`config.mk`:
```
export PLATFORM = sky130hd
export DESIGN_NAME = reg_file_8x8
export DESIGN_NICKNAME = d
export VERILOG_FILES = /design/src/rtl/proc_pkg.sv /design/src/rtl/reg_file_8x8_wr_addr_decoder.sv /design/src/rtl/reg_file_8x8.sv
export SDC_FILE = /design/constraint.sdc
export NUM_CORES = 1
export LEC_CHECK = 0
export CAP_MARGIN = 20
export CORE_ASPECT_RATIO = 0.75
export CORE_UTILIZATION = 57
export DETAILED_ROUTE_END_ITERATION = 16
export DONT_BUFFER_PORTS = 1
export GPL_TIMING_DRIVEN = 0
export PLACE_DENSITY = 0.72
export SYNTH_ARGS = -nofsm -noshare
export SYNTH_HDL_FRONTEND = slang
export SYNTH_SLANG_ARGS = --single-unit
```
`constraint.sdc`:
```
create_clock -name CLK -period 2.5 [get_ports CLK]
set_input_delay 0.5 -clock CLK [delete_from_list [all_inputs] [get_ports CLK]]
set_output_delay 0.5 -clock CLK [all_outputs]
set_load 0.01 [all_outputs]
```
`src/rtl/proc_pkg.sv`:
```
// Shared datapath definitions for the simple processor: data/address widths,
// register count, ALU select encodings and the common scalar typedefs.
package proc_pkg;

  localparam int DATA_W   = 8;
  localparam int ADDR_W   = 3;
  localparam int NUM_REGS = 2 ** ADDR_W;

  typedef logic [DATA_W-1:0] data_t;
  typedef logic [ADDR_W-1:0] reg_addr_t;

  // ALU operation select, shared with the operand mux and ALU.
  typedef enum logic [1:0] {
    FORWARD = 2'd0,
    ADD     = 2'd1,
    AND     = 2'd2,
    OR      = 2'd3
  } alu_sel_e;

endpackage : proc_pkg

```
`src/rtl/reg_file_8x8_wr_addr_decoder.sv`:
```
// Write-address decoder for the register file: turns the destination address
// plus the write strobe into a one-hot per-register enable vector.
module wr_addr_decoder #(
  parameter int ADDR_W = proc_pkg::ADDR_W
) (
  input  logic                  write_en,
  input  logic [ADDR_W-1:0]     in_addr,
  output logic [2**ADDR_W-1:0]  wr_en
);

  // One-hot enable; stays all-zero when no write is requested.
  always_comb begin
    // NOTE: every output of a combinational block gets a default first so no latch is inferred.
    wr_en = '0;
    if (write_en) begin
      wr_en[in_addr] = 1'b1;
    end
  end

endmodule : wr_addr_decoder

```
`src/rtl/reg_file_8x8.sv`:
```
// 8x8 register file for the simple-processor datapath: one write port fed by
// the ALU result, two registered read ports feeding the A/B operand selects,
// and a saturating count of accepted writes.
// Optional build macro REG_FILE_WRITE_BYPASS_EN: when defined, a read that hits
// the register being written on the same edge returns the incoming data
// instead of the old contents. Storage and WR_COUNT behave identically either way.
module reg_file_8x8 #(
  parameter int DATA_W = proc_pkg::DATA_W,
  parameter int ADDR_W = proc_pkg::ADDR_W
) (
  input  logic              CLK,
  input  logic              RESET,
  input  logic              WRITE,
  input  logic [ADDR_W-1:0] INADDR,
  input  logic [DATA_W-1:0] IN,
  input  logic [ADDR_W-1:0] OUT1ADDR,
  input  logic [ADDR_W-1:0] OUT2ADDR,
  output logic [DATA_W-1:0] OUT1,
  output logic [DATA_W-1:0] OUT2,
  output logic [7:0]        WR_COUNT
);

  import proc_pkg::*;

  localparam int NREGS = 2 ** ADDR_W;
  localparam logic [7:0] WR_COUNT_MAX = 8'hFF;

  logic [DATA_W-1:0] regs_q [NREGS];
  logic [DATA_W-1:0] regs_d [NREGS];
  logic [DATA_W-1:0] out1_q, out1_d;
  logic [DATA_W-1:0] out2_q, out2_d;
  logic [7:0]        wr_count_q, wr_count_d;
  logic [NREGS-1:0]  wr_en;

  wr_addr_decoder #(
    .ADDR_W (ADDR_W)
  ) u_wr_addr_decoder (
    .write_en (WRITE),
    .in_addr  (INADDR),
    .wr_en    (wr_en)
  );

  // Next-state: load the addressed register, fetch both read ports, bump the write count.
  always_comb begin
    for (int i = 0; i < NREGS; i++) begin
      regs_d[i] = wr_en[i] ? IN : regs_q[i];
    end

    // Reads see the contents from before this edge's write.
    out1_d = regs_q[OUT1ADDR];
    out2_d = regs_q[OUT2ADDR];
`ifdef REG_FILE_WRITE_BYPASS_EN
    // Forward the incoming write data to any port reading the same register.
    if (WRITE && (OUT1ADDR == INADDR)) out1_d = IN;
    if (WRITE && (OUT2ADDR == INADDR)) out2_d = IN;
`endif

    wr_count_d = wr_count_q;
    if (WRITE && (wr_count_q != WR_COUNT_MAX)) begin
      wr_count_d = wr_count_q + 8'd1;
    end
  end

  // State registers with synchronous reset; reset wins over a same-edge write.
  always_ff @(posedge CLK) begin
    if (RESET) begin
      // NOTE: the storage array is reset explicitly because the datapath relies on registers reading 0 after reset.
      for (int i = 0; i < NREGS; i++) begin
        regs_q[i] <= '0;
      end
      out1_q     <= '0;
      out2_q     <= '0;
      wr_count_q <= '0;
    end else begin
      // NOTE: sequential state uses non-blocking assignments so all flops update from pre-edge values.
      for (int i = 0; i < NREGS; i++) begin
        regs_q[i] <= regs_d[i];
      end
      out1_q     <= out1_d;
      out2_q     <= out2_d;
      wr_count_q <= wr_count_d;
    end
  end

  assign OUT1     = out1_q;
  assign OUT2     = out2_q;
  assign WR_COUNT = wr_count_q;

endmodule : reg_file_8x8

```
==> flow_metrics.env <==
export IMPL_clock_latency_ns=0.34
export IMPL_seqPwrFrac_pct=61.0
export IMPL_num_nets_final=303
export IMPL_crit_path_max_incr_delay_ns=0.46
export IMPL_relSlewSlack_pct=56.6
export IMPL_ys_warn_count=0
export IMPL_placed_cells=355
export IMPL_crit_start="WRITE"
export IMPL_drv_cap=0
export IMPL_ff2ff_setup_slack_ns=0.70
export IMPL_reg2reg_to="WR_COUNT[0]"
export IMPL_die_h_microns=74.9
export IMPL_vdd_ir_drop_max_v=0.000330
export IMPL_antenna_found_initial=0
export IMPL_start_kind="input pin"
export IMPL_fin_setup_tns_ns=0
export IMPL_p_int_mw=2.18
export IMPL_synth_cell_types=32
export IMPL_power_switching_mw=0.666
export IMPL_fill_cells=506
export IMPL_fmax_mhz=555
export IMPL_crit_path_end="regs_q[2][5]"
export IMPL_die_area_sq_um=7420
export IMPL_dpl_hpwl_microns=5900
export IMPL_run_status="finished clean"
export IMPL_arrival_ns=1.79
export IMPL_whs_ns=0.521
export IMPL_fin_ws_ns=0.697
export IMPL_path_cells="buf_2 > nor2b_1 > nand2_1 > nand2b_1"
export IMPL_cts_root_buf="clkbuf_8"
export IMPL_post_cts_resized=0
export IMPL_first_pass_iters=5
export IMPL_syn_nets=292
export IMPL_critPathSlowestCell="nand2b_1"
export IMPL_cts_tree="done"
export IMPL_cts_hold_repair_buffers=0
export IMPL_initial_utilization_pct=59.0
export IMPL_p_total_mw=2.85
export IMPL_critical_path_class="input pin to flip-flop"
export IMPL_die_w_microns=99.1
export IMPL_row_count=26
export IMPL_core_sq_um=6830
export IMPL_ys_seq_elements=88
export IMPL_cts_setup_buffers=0
export IMPL_hold_viol=0
export IMPL_multi_input_area_sq_um=1490
export IMPL_numCtsBuffers=9
export IMPL_rr_startpoint="WR_COUNT[0]"
export IMPL_worstPathMaxFanout=10
export IMPL_overflow=0
export IMPL_synthCells=271
export IMPL_ys_flop_type="edfxtp_1"
export IMPL_worstMarginPinSlew_ns=0.649
export IMPL_synth_area_per_cell_sq_um=14.9
export IMPL_worstHoldPathCells=2
export IMPL_rsz0062_at_grt="no"
export IMPL_grt_usage_pct=24.4
export IMPL_netlist_area_sq_um=4030
export IMPL_grt_start_max_net_pins=15
export IMPL_antennaDiodeCount=0
export IMPL_worstPathRequired_ns=2.48
export IMPL_leakage_nw=1.55
export IMPL_r2r_cells=4
export IMPL_io_buffer_count=0
export IMPL_ys_seq_area_share_pct=59.6
export IMPL_regArea_sq_um=2400
export IMPL_drc=0
export IMPL_drt_iter0_drc=165
export IMPL_ant_nets=0
export IMPL_syn_to_final_growth_pct=6.54
export IMPL_ios=44
export IMPL_final_common_cell="edfxtp_1"
export IMPL_vias=2392
export IMPL_mostFrequentLayoutCells="64 x edfxtp_1, 53 x nor2_1, 24 x dfxtp_1"
export IMPL_routabilityCongestion=0.776
export IMPL_final_max_slew_viol_count=0
export IMPL_async_reset_ff_share_pct=0
export IMPL_place_ws_ns=0.328
export IMPL_vias_per_cell=6.45
export IMPL_cp_end_kind="flip-flop"
export IMPL_cts_path_max_buffers=2
export IMPL_finalNonFillerCells=371
export IMPL_pwr_share_comb_pct=10.2
export IMPL_period_share_pct=72.1
export IMPL_clock_skew_ns=0.0120
export IMPL_layout_drive_gt1_share_pct=15.0
export IMPL_setup_viol=0
export IMPL_fin_crit_ns=1.80
export IMPL_path_clk_slew_ns=0.08
export IMPL_synth_edf_count=64
export IMPL_clkPwrFrac_pct=28.8
export IMPL_htreeDepth=3
export IMPL_grt_pass1_wl_microns=12400
export IMPL_routed_wl_microns=8270
export IMPL_power_density_nw_per_um2=662
export IMPL_min_path_type="input pin to flip-flop"
export IMPL_grt_pass1_vias=2302
export IMPL_switching_share_pct=23.4
export IMPL_avgRoutedWirePerCell_microns=22.3
export IMPL_cts_sinks=88
## registers in the layout, summed over array words and instances, names as in the netlist
signal,count
regs_q,64
OUT1,8
OUT2,8
WR_COUNT,8
## per-layer routing
layer	vias to the layer above	wire, microns	global-route usage [%]
met1	1193	3400	32.8
met5	-	0	0
met4	0	78	6.86
li1	1068	-	-
met2	125	4050	40.2
met3	6	748	6.96
## synth_stat cells (all sizes together), types with 3 or more instances
cell / n / area, sq um
nand2: 6 / 22.5
a22o: 16 / 140
mux4: 32 / 766
nor2b: 7 / 43.8
a31oi: 3 / 18.8
nand3: 3 / 15.0
clkbuf: 6 / 22.5
nand2b: 16 / 100
a21oi: 3 / 15.0
nor2: 53 / 199
buf: 10 / 90.1
dfxtp: 24 / 480
and4: 3 / 26.3
edfxtp: 64 / 1920
inv: 8 / 30.0
## cell type report
cell class	count	area share, %
sequential	88	55.9
tap	84	2.45
multi-input combinational	159	34.6
clock inverter	3	0.466
clock buffer	13	3.23
inverter	8	0.699
buffer	16	2.62
## metrics by stage
step	area, sq um	utilization (%)
final	4300	62.9
after global routing	4300	62.9
after CTS	4300	62.9
after detailed placement	4140	60.6
after global placement	4140	60.6
after floorplan	4030	-
## how the worst min path moves through the flow
stage | startpoint | to
CTS | IN[6] | regs_q[6][6]
floorplan | WR_COUNT[1] | WR_COUNT[1]
finish | IN[6] | regs_q[7][6]
global placement | WR_COUNT[1] | WR_COUNT[1]
detailed placement | WR_COUNT[1] | WR_COUNT[1]
global route | OUT1ADDR[1] | OUT1[1]
## kinds of logic after synthesis
family / count (synthesis) / synth area share, %
AOI/OAI and AO/OA: 28 / 5.52
adders and majority gates: 1 / 0.310
buffers and inverters: 24 / 3.54
DFF: 88 / 59.6
muxes: 35 / 19.8
and+or+nand+nor: 95 / 11.3
## critical path, delay by kind of cell
kind	cells	cell delay, ns
AND/OR/NAND/NOR	3	1.09
buffers and inverters	1	0.19
## power by group through the flow
stage | sequential, mW | combinational (mW) | clock [mW]
floorplan | 1.75 | 0.226 | 0
global placement | 1.76 | 0.286 | 0
detailed placement | 1.77 | 0.292 | 0
CTS | 1.74 | 0.292 | 0.830
global route | 1.75 | 0.310 | 0.897
finish | 1.74 | 0.290 | 0.820
Power figures use the tool's default switching activity.
